===== config.mk =====
export PLATFORM = sky130hd
export DESIGN_NAME = bsg_manycore_endpoint_fc_flat
export DESIGN_NICKNAME = d
export VERILOG_FILES = /design/src/rtl/bsg_manycore_endpoint_fc_if.sv /design/src/rtl/bsg_manycore_endpoint_fc.sv /design/src/flat_wrapper.sv
export SDC_FILE = /design/constraint.sdc
export NUM_CORES = 1
export LEC_CHECK = 0
export BUFFER_PORTS_ARGS = -buffer_cell sky130_fd_sc_hd__buf_2
export CORE_MARGIN = 10
export CORE_UTILIZATION = 27
export DETAILED_ROUTE_END_ITERATION = 6
export PLACE_DENSITY_LB_ADDON = 0.1
export SLEW_MARGIN = 20
export SYNTH_ARGS = -nofsm -noshare
export SYNTH_HDL_FRONTEND = slang
export SYNTH_SLANG_ARGS = --single-unit
export TNS_END_PERCENT = 30

===== constraint.sdc =====
create_clock -name clk_i -period 3.1 [get_ports clk_i]
set_input_delay 0.155 -clock clk_i [delete_from_list [all_inputs] [get_ports clk_i]]
set_output_delay 0.155 -clock clk_i [all_outputs]
set_load 0.02 [all_outputs]

===== src/rtl/bsg_manycore_endpoint_fc_if.sv =====
// Handshake and bus bundle for bsg_manycore_endpoint_fc. Signal suffixes are
// from the endpoint's point of view: the endpoint uses the slave modport.
interface bsg_manycore_endpoint_fc_if
  #(parameter int x_cord_width_p = 5
   ,parameter int y_cord_width_p = 5
   ,parameter int addr_width_p   = 32
   ,parameter int data_width_p   = 32
   );

  localparam int packet_width_lp     = 2 + addr_width_p + data_width_p
                                       + 2 * (x_cord_width_p + y_cord_width_p);
  localparam int ret_packet_width_lp = 5 + x_cord_width_p + y_cord_width_p;

  // requests from the router
  logic                           link_v_i;
  logic [packet_width_lp-1:0]     link_data_i;
  logic                           link_ready_o;

  // requests to the router
  logic                           link_v_o;
  logic [packet_width_lp-1:0]     link_data_o;
  logic                           link_ready_i;

  // return packets from the return router
  logic                           ret_v_i;
  logic [ret_packet_width_lp-1:0] ret_data_i;
  logic                           ret_ready_o;

  // return packets to the return router
  logic                           ret_v_o;
  logic [ret_packet_width_lp-1:0] ret_data_o;
  logic                           ret_ready_i;

  // processor side
  logic                           in_v_o;
  logic [packet_width_lp-1:0]     in_data_o;
  logic                           in_yumi_i;
  logic                           out_v_i;
  logic [packet_width_lp-1:0]     out_data_i;
  logic                           out_ready_o;

  modport slave
    (input  link_v_i, link_data_i, output link_ready_o
    ,output link_v_o, link_data_o, input  link_ready_i
    ,input  ret_v_i,  ret_data_i,  output ret_ready_o
    ,output ret_v_o,  ret_data_o,  input  ret_ready_i
    ,output in_v_o,   in_data_o,   input  in_yumi_i
    ,input  out_v_i,  out_data_i,  output out_ready_o
    );

  modport master
    (output link_v_i, link_data_i, input  link_ready_o
    ,input  link_v_o, link_data_o, output link_ready_i
    ,output ret_v_i,  ret_data_i,  input  ret_ready_o
    ,input  ret_v_o,  ret_data_o,  output ret_ready_i
    ,input  in_v_o,   in_data_o,   output in_yumi_i
    ,output out_v_i,  out_data_i,  input  out_ready_o
    );

endinterface


===== src/rtl/bsg_manycore_endpoint_fc.sv =====
// Credit-flow-controlled manycore endpoint: inbound FIFO, store-ack return slot,
// outbound credit counter and fence FSM. Optional checks: BSG_MANYCORE_ENDPOINT_ERR_CHECK_EN.
module bsg_manycore_endpoint_fc
  #(parameter int x_cord_width_p    = 5
   ,parameter int y_cord_width_p    = 5
   ,parameter int addr_width_p      = 32
   ,parameter int data_width_p      = 32
   ,parameter int fifo_els_p        = 4
   ,parameter int max_out_credits_p = 16
   ,localparam int packet_width_lp     = 2 + addr_width_p + data_width_p
                                         + 2 * (x_cord_width_p + y_cord_width_p)
   ,localparam int ret_packet_width_lp = 5 + x_cord_width_p + y_cord_width_p
   ,localparam int credit_width_lp     = $clog2(max_out_credits_p + 1)
   )
  (input  logic                       clk_i
  ,input  logic                       reset_n_i
  ,bsg_manycore_endpoint_fc_if.slave  bus
  ,input  logic                       fence_i
  ,output logic                       fence_busy_o
  ,output logic [credit_width_lp-1:0] out_credits_o
  ,input  logic [x_cord_width_p-1:0]  my_x_i
  ,input  logic [y_cord_width_p-1:0]  my_y_i
  ,output logic                       error_o
  );

  localparam int ptr_width_lp   = (fifo_els_p > 1) ? $clog2(fifo_els_p) : 1;
  localparam int count_width_lp = $clog2(fifo_els_p + 1);
  localparam int cord_width_lp  = x_cord_width_p + y_cord_width_p;

  localparam logic [credit_width_lp-1:0] max_credits_lp = credit_width_lp'(max_out_credits_p);
  localparam logic [count_width_lp-1:0]  fifo_full_lp   = count_width_lp'(fifo_els_p);
  localparam logic [ptr_width_lp-1:0]    ptr_last_lp    = ptr_width_lp'(fifo_els_p - 1);

  typedef enum logic [0:0] {IDLE, DRAIN} state_e;

  // ---------------------------------------------------------------- inbound FIFO
  logic [packet_width_lp-1:0] mem_q [fifo_els_p];
  logic [packet_width_lp-1:0] mem_d [fifo_els_p];
  logic [ptr_width_lp-1:0]    wr_ptr_q, wr_ptr_d, rd_ptr_q, rd_ptr_d;
  logic [count_width_lp-1:0]  count_q, count_d;
  logic                       full, empty, enq, deq;
  logic [packet_width_lp-1:0] head;
  logic                       head_is_store;

  logic                           ret_full_q, ret_full_d;
  logic [ret_packet_width_lp-1:0] ret_data_q, ret_data_d;

  always_comb begin
    full          = (count_q == fifo_full_lp);
    empty         = (count_q == '0);
    head          = mem_q[rd_ptr_q];
    head_is_store = (head[packet_width_lp-1 -: 2] != 2'd1);
    enq           = bus.link_v_i & ~full;
    deq           = bus.in_yumi_i & ~empty & ~ret_full_q;

    bus.link_ready_o = ~full;
    bus.in_v_o       = ~empty & ~ret_full_q;
    bus.in_data_o    = head;
  end

  always_comb begin
    mem_d    = mem_q;
    wr_ptr_d = wr_ptr_q;
    rd_ptr_d = rd_ptr_q;
    count_d  = count_q;
    if (enq) begin
      mem_d[wr_ptr_q] = bus.link_data_i;
      wr_ptr_d        = (wr_ptr_q == ptr_last_lp) ? '0 : wr_ptr_q + 1'b1;
    end
    if (deq) begin
      rd_ptr_d = (rd_ptr_q == ptr_last_lp) ? '0 : rd_ptr_q + 1'b1;
    end
    case ({enq, deq})
      2'b10:   count_d = count_q + 1'b1;
      2'b01:   count_d = count_q - 1'b1;
      default: count_d = count_q;
    endcase
  end

  // ---------------------------------------------------------------- return slot
  // Ack destination is the popped request's source, so {src_y, src_x} maps
  // straight onto {dst_y, dst_x} of the return packet.
  always_comb begin
    ret_full_d = ret_full_q;
    ret_data_d = ret_data_q;
    if (ret_full_q & bus.ret_ready_i) ret_full_d = 1'b0;
    if (deq & head_is_store) begin
      ret_full_d = 1'b1;
      ret_data_d = {5'd0, head[cord_width_lp +: cord_width_lp]};
    end
    bus.ret_v_o    = ret_full_q;
    bus.ret_data_o = ret_data_q;
  end

  // ---------------------------------------------------------------- credits / fence FSM
  state_e                     state_q, state_d;
  logic [credit_width_lp-1:0] credits_q, credits_d;
  logic                       started_q, started_d;
  logic                       out_en, accept;

  always_comb begin
    started_d = 1'b1;
    accept    = bus.link_v_o & bus.link_ready_i;
    credits_d = credits_q;
    if (bus.ret_v_i & ~accept & (credits_q != max_credits_lp)) credits_d = credits_q + 1'b1;
    else if (accept & ~bus.ret_v_i)                              credits_d = credits_q - 1'b1;
  end

  // Leaving DRAIN looks at the next credit value so busy drops one cycle after the last return.
  always_comb begin
    state_d = state_q;
    case (state_q)
      IDLE:    if (fence_i & (credits_q != max_credits_lp)) state_d = DRAIN;
      DRAIN:   if (credits_d == max_credits_lp)             state_d = IDLE;
      default: state_d = IDLE;
    endcase
  end

  always_comb begin
    out_en           = started_q & (credits_q != '0) & (state_q == IDLE);
    bus.link_v_o     = bus.out_v_i & out_en;
    bus.out_ready_o  = bus.link_ready_i & out_en;
    bus.link_data_o  = bus.out_data_i;
    bus.ret_ready_o  = 1'b1;
    fence_busy_o     = (state_q == DRAIN);
    out_credits_o    = credits_q;
  end

  always_ff @(posedge clk_i or negedge reset_n_i) begin
    if (!reset_n_i) begin
      for (int unsigned i = 0; i < fifo_els_p; i++) mem_q[i] <= '0;
      wr_ptr_q   <= '0;
      rd_ptr_q   <= '0;
      count_q    <= '0;
      ret_full_q <= 1'b0;
      ret_data_q <= '0;
      state_q    <= IDLE;
      credits_q  <= max_credits_lp;
      started_q  <= 1'b0;
    end else begin
      mem_q      <= mem_d;
      wr_ptr_q   <= wr_ptr_d;
      rd_ptr_q   <= rd_ptr_d;
      count_q    <= count_d;
      ret_full_q <= ret_full_d;
      ret_data_q <= ret_data_d;
      state_q    <= state_d;
      credits_q  <= credits_d;
      started_q  <= started_d;
    end
  end

  // ---------------------------------------------------------------- protocol checks
`ifdef BSG_MANYCORE_ENDPOINT_ERR_CHECK_EN
  logic error_q, error_d, err_event;

  always_comb begin
    err_event = (bus.ret_v_i & (credits_q == max_credits_lp))
              | (bus.in_yumi_i & ~bus.in_v_o)
              | (bus.link_v_i & full)
              | (enq & bus.link_data_i[packet_width_lp-1]);
    error_d   = error_q | err_event;
    error_o   = error_q;
  end

  always_ff @(posedge clk_i or negedge reset_n_i) begin
    if (!reset_n_i) error_q <= 1'b0;
    else            error_q <= error_d;
  end

`ifndef SYNTHESIS
  always_ff @(posedge clk_i) begin
    if (reset_n_i && err_event) $error("bsg_manycore_endpoint_fc: protocol error");
  end
`endif
`else
  always_comb error_o = 1'b0;
`endif

  // Coordinates and return-packet contents do not affect crediting.
  logic unused_inputs;
  always_comb unused_inputs = ^{my_x_i, my_y_i, bus.ret_data_i};

endmodule

===== src/flat_wrapper.sv =====
// flat-port wrapper written by rule: the top's interface ports become plain ports
module bsg_manycore_endpoint_fc_flat 
#(parameter int x_cord_width_p    = 5
   ,parameter int y_cord_width_p    = 5
   ,parameter int addr_width_p      = 32
   ,parameter int data_width_p      = 32
   ,parameter int fifo_els_p        = 4
   ,parameter int max_out_credits_p = 16
   ,localparam int packet_width_lp     = 2 + addr_width_p + data_width_p
                                         + 2 * (x_cord_width_p + y_cord_width_p)
   ,localparam int ret_packet_width_lp = 5 + x_cord_width_p + y_cord_width_p
   ,localparam int credit_width_lp     = $clog2(max_out_credits_p + 1)
   )
  (clk_i, reset_n_i, fence_i, fence_busy_o, out_credits_o, my_x_i, my_y_i, error_o, bus_link_v_i, bus_link_data_i, bus_link_ready_o, bus_link_v_o, bus_link_data_o, bus_link_ready_i, bus_ret_v_i, bus_ret_data_i, bus_ret_ready_o, bus_ret_v_o, bus_ret_data_o, bus_ret_ready_i, bus_in_v_o, bus_in_data_o, bus_in_yumi_i, bus_out_v_i, bus_out_data_i, bus_out_ready_o);
  bsg_manycore_endpoint_fc_if #(.x_cord_width_p(x_cord_width_p), .y_cord_width_p(y_cord_width_p), .addr_width_p(addr_width_p), .data_width_p(data_width_p)) bus_i ();
  input  logic clk_i;
  input  logic reset_n_i;
  input  logic fence_i;
  output logic fence_busy_o;
  output logic [credit_width_lp-1:0] out_credits_o;
  input  logic [x_cord_width_p-1:0] my_x_i;
  input  logic [y_cord_width_p-1:0] my_y_i;
  output logic error_o;
  input wire logic [$bits(bus_i.link_v_i)-1:0] bus_link_v_i;
  input wire logic [$bits(bus_i.link_data_i)-1:0] bus_link_data_i;
  output wire logic [$bits(bus_i.link_ready_o)-1:0] bus_link_ready_o;
  output wire logic [$bits(bus_i.link_v_o)-1:0] bus_link_v_o;
  output wire logic [$bits(bus_i.link_data_o)-1:0] bus_link_data_o;
  input wire logic [$bits(bus_i.link_ready_i)-1:0] bus_link_ready_i;
  input wire logic [$bits(bus_i.ret_v_i)-1:0] bus_ret_v_i;
  input wire logic [$bits(bus_i.ret_data_i)-1:0] bus_ret_data_i;
  output wire logic [$bits(bus_i.ret_ready_o)-1:0] bus_ret_ready_o;
  output wire logic [$bits(bus_i.ret_v_o)-1:0] bus_ret_v_o;
  output wire logic [$bits(bus_i.ret_data_o)-1:0] bus_ret_data_o;
  input wire logic [$bits(bus_i.ret_ready_i)-1:0] bus_ret_ready_i;
  output wire logic [$bits(bus_i.in_v_o)-1:0] bus_in_v_o;
  output wire logic [$bits(bus_i.in_data_o)-1:0] bus_in_data_o;
  input wire logic [$bits(bus_i.in_yumi_i)-1:0] bus_in_yumi_i;
  input wire logic [$bits(bus_i.out_v_i)-1:0] bus_out_v_i;
  input wire logic [$bits(bus_i.out_data_i)-1:0] bus_out_data_i;
  output wire logic [$bits(bus_i.out_ready_o)-1:0] bus_out_ready_o;
  assign bus_i.link_v_i = bus_link_v_i;
  assign bus_i.link_data_i = bus_link_data_i;
  assign bus_link_ready_o = bus_i.link_ready_o;
  assign bus_link_v_o = bus_i.link_v_o;
  assign bus_link_data_o = bus_i.link_data_o;
  assign bus_i.link_ready_i = bus_link_ready_i;
  assign bus_i.ret_v_i = bus_ret_v_i;
  assign bus_i.ret_data_i = bus_ret_data_i;
  assign bus_ret_ready_o = bus_i.ret_ready_o;
  assign bus_ret_v_o = bus_i.ret_v_o;
  assign bus_ret_data_o = bus_i.ret_data_o;
  assign bus_i.ret_ready_i = bus_ret_ready_i;
  assign bus_in_v_o = bus_i.in_v_o;
  assign bus_in_data_o = bus_i.in_data_o;
  assign bus_i.in_yumi_i = bus_in_yumi_i;
  assign bus_i.out_v_i = bus_out_v_i;
  assign bus_i.out_data_i = bus_out_data_i;
  assign bus_out_ready_o = bus_i.out_ready_o;
  bsg_manycore_endpoint_fc #(.x_cord_width_p(x_cord_width_p), .y_cord_width_p(y_cord_width_p), .addr_width_p(addr_width_p), .data_width_p(data_width_p), .fifo_els_p(fifo_els_p), .max_out_credits_p(max_out_credits_p)) u_core (.clk_i(clk_i), .reset_n_i(reset_n_i), .bus(bus_i), .fence_i(fence_i), .fence_busy_o(fence_busy_o), .out_credits_o(out_credits_o), .my_x_i(my_x_i), .my_y_i(my_y_i), .error_o(error_o));
endmodule

==> metrics <==
number of DRC markers in iteration 0 361; fin crit share 0.787; antenna violations before repair 4; Slew @ Worst Pin 0.633 ns; Lkg Pwr 0.00897 uW; # nets final 1484; largest area contributor in the netlist dfrtp_1; met2 Track Usage GR 0.191; global routing usage on met3 0.0354; VDD IR max 0.458 mV; Overflow after GRT 0; CTS Buffer Depth 3; Mapped Avg Cell Area 16.1 um2; CP Data Arrival Time 2.29 ns; Max Cap Violations 0; status finished, final reports clean; Slew HR 0.578; dominant cell by count in the synthesized netlist dfrtp_1; I/O pins 406; post-layout min period 2.44 ns; CP max stage cell dfrtp_1; post-CTS setup buffers 0; Fillers 6092; PortBufs 201; worst r2r path cells 8; routed len/inst 20.4 um; Synth top area share 0.548; CP Max Fanout 7; reg-to-reg startpoint u_core.out_credits_o[0]; Setup crit start kind flip-flop; crit path capture bus_link_v_o; height of the die 270 um; FFs w/ async S/R, synth 1.00; die extent in x 270 um; Synth Register Bits 369; Mapped Area 16800 um2; routed vias/inst 4.47; fmax 410 MHz; post-route ant nets 0; worst clock skew 0.00791 ns; DR DRC count 0; Total GRT Usage 0.120; flop-to-flop setup slack 0.69 ns; post-CTS resize count 0; worst min path class in -> async; most instantiated cells after synthesis dfrtp_1 (368), mux2_2 (356), buf_4 (110), mux4_2 (86), buf_2 (32); Top Usage Layer GRT met2; Initial Util 0.272; multi-input logic area 6560 um2; grt met1 use 0.156; Die ar. 72600 um2; register area 9240 um2; setup TNS 0 ns; Site Rows 91; yosys warns 0; CTS Root Cell clkbuf_16; via count of the first global-routing pass 10768; RSZ-0062 raised after global routing false; first-pass GRT wire length 68300 um; critical path startpoint u_core.out_credits_o[0]; CTS Buf Count 46; Worst-path clk slew 0.06 ns; CP Data Required Time 2.94 ns; CTS tree built; Crit path buffers/inverters 2; area grow syn2layout 23.6%; sequential fraction of the synthesis area 0.549; Final Hold Vio Count 0; insertion delay to the later sink of the worst-skew pair 0.56 ns; fin. max-slew vios 0; dpl hpwl 27800 um; top cells by area, synth dfrtp_1 (55%), mux2_2 (24%), mux4_2 (12%), buf_4 (4.9%), buf_2 (0.95%); htree depth 2; Setup crit end kind primary output; CTS sink count 369; Crit path max-delay family simple AND/OR/NAND/NOR gates; worst flop-to-flop path endpoint u_core.out_credits_o[1]; CORE AREA 61700 um2; gpl congestion 0.712; critical path depth 6; final wirelength 43800 um; share of cells above drive strength 1 0.583; Setup violations, final 0; WS Path Type reg -> out; DR pass1 iterations 4; cells after synthesis 1045; critical-path cell list inv_1 -> ha_1 -> nor4b_4 -> nor3b_1 -> and2_1 -> buf_2; EDFF count, synth 0; prevailing post-synth register cell dfrtp_1; CP max stage delay 0.45 ns; largest net degree at the start of global routing 71; PD cells 1190 nW/um2; overall power 24800 uW; Unique masters post-synth 42; vias 9579; CTS Hold Bufs 91
## placed cells by master (no fill, tap or decap), drive strengths merged, types with 2 or more instances in the layout
| cell | Yosys | routed |
|---|---|---|
| clkbuf | 7 | 70 |
| xnor2 | 3 | 3 |
| inv | 13 | 14 |
| or3 | 3 | 3 |
| nand4b | 2 | 2 |
| dlygate4sd3 | 0 | 91 |
| buf | 144 | 229 |
| conb | 2 | 8 |
| diode | 0 | 4 |
| o211ai | 3 | 3 |
| clkinv | 0 | 7 |
| and4 | 2 | 2 |
| nor3b | 2 | 2 |
| nand3 | 2 | 2 |
| nor2 | 3 | 3 |
| clkinvlp | 0 | 2 |
| xor2 | 3 | 3 |
| and2 | 4 | 4 |
| mux2 | 356 | 356 |
| ha | 9 | 9 |
| o21ai | 7 | 7 |
| mux4 | 86 | 86 |
| dfrtp | 368 | 368 |
| a31oi | 2 | 2 |
| bufinv | 0 | 3 |
| nor3 | 3 | 3 |
| nor4b | 2 | 2 |
| and3 | 2 | 2 |
| nand2 | 8 | 8 |
## state kept, by name, summed over array words and instances (netlist names)
signal	flops
u_core.started_q	1
u_core.bus.ret_data_o	10
u_core.out_credits_o	5
u_core.rd_ptr_q	2
u_core.bus.ret_v_o	1
u_core.count_q	3
u_core.mem_q	344
u_core.wr_ptr_q	2
u_core.fence_busy_o	1
## kinds of logic after synthesis
logic type / Yosys count / synth area share
flip-flops: 369 / 0.549
multiplexers: 443 / 0.354
buffers and inverters: 164 / 0.0636
AO/OA/AOI/OAI: 16 / 0.00685
adder cells (fa/ha/maj): 10 / 0.00789
XOR/XNOR: 6 / 0.00313
other: 2 / 0.000447
AND/OR/NAND/NOR: 35 / 0.0144
## layout make-up
type	instances	share of cell area
diodes	4	0.000482
clock buffers	70	0.0671
clock inverters	13	0.00735
inverters	13	0.00235
multi-input cells	518	0.316
flip-flops and latches	369	0.445
well taps	837	0.0504
repair buffers	320	0.111
## per-stage QoR
stage | area [um2] | setup WS, ns | hold slack, ns | instances | utilization
after global placement | 18300 | 0.771 | 0.178 | 1966 | 0.297
final | 20800 | 0.659 | 0.161 | 2144 | 0.337
after floorplan | 16800 | 0.955 | -0.141 | 1051 | -
after CTS | 20800 | 0.590 | 0.117 | 2140 | 0.336
after global routing | 20800 | 0.462 | 0.167 | 2141 | 0.336
after detailed placement | 18300 | 0.742 | 0.178 | 1966 | 0.297
## power by group
group | internal [uW] | switching [uW] | total, uW
Clock | 3330 | 2090 | 5430
Combinational | 5480 | 5350 | 10800
Sequential | 7320 | 1220 | 8540
## worst register-to-register path: stages, from the launching register on
cell	delay, ns
dfrtp_1	0.46
inv_1	0.17
ha_1	0.25
nor4b_4	0.16
nor3b_1	0.32
a31oi_1	0.13
o211ai_1	0.16
dlygate4sd3_1	0.56
o21ai_0	0.09
## how the worst min path moves through the flow
stage / start / end / slack [ns] / cells past startpoint
floorplan: reset_n_i / u_core.bus.ret_data_o[0] / -0.14 / 0
global placement: reset_n_i / u_core.mem_q[261] / 0.18 / 1
detailed placement: reset_n_i / u_core.mem_q[261] / 0.18 / 1
CTS: bus_out_v_i / u_core.out_credits_o[4] / 0.12 / 4
global route: bus_out_v_i / u_core.out_credits_o[4] / 0.17 / 4
finish: reset_n_i / u_core.mem_q[238] / 0.16 / 2
## routing by layer
metal | share of wire | vias to the layer above
li1 | - | 4202
met1 | 0.45 | 5084
met5 | 0.0016 | -
met4 | 0.017 | 6
met2 | 0.47 | 229
met3 | 0.057 | 58
No activity file was read; power rests on OpenSTA's default activity.
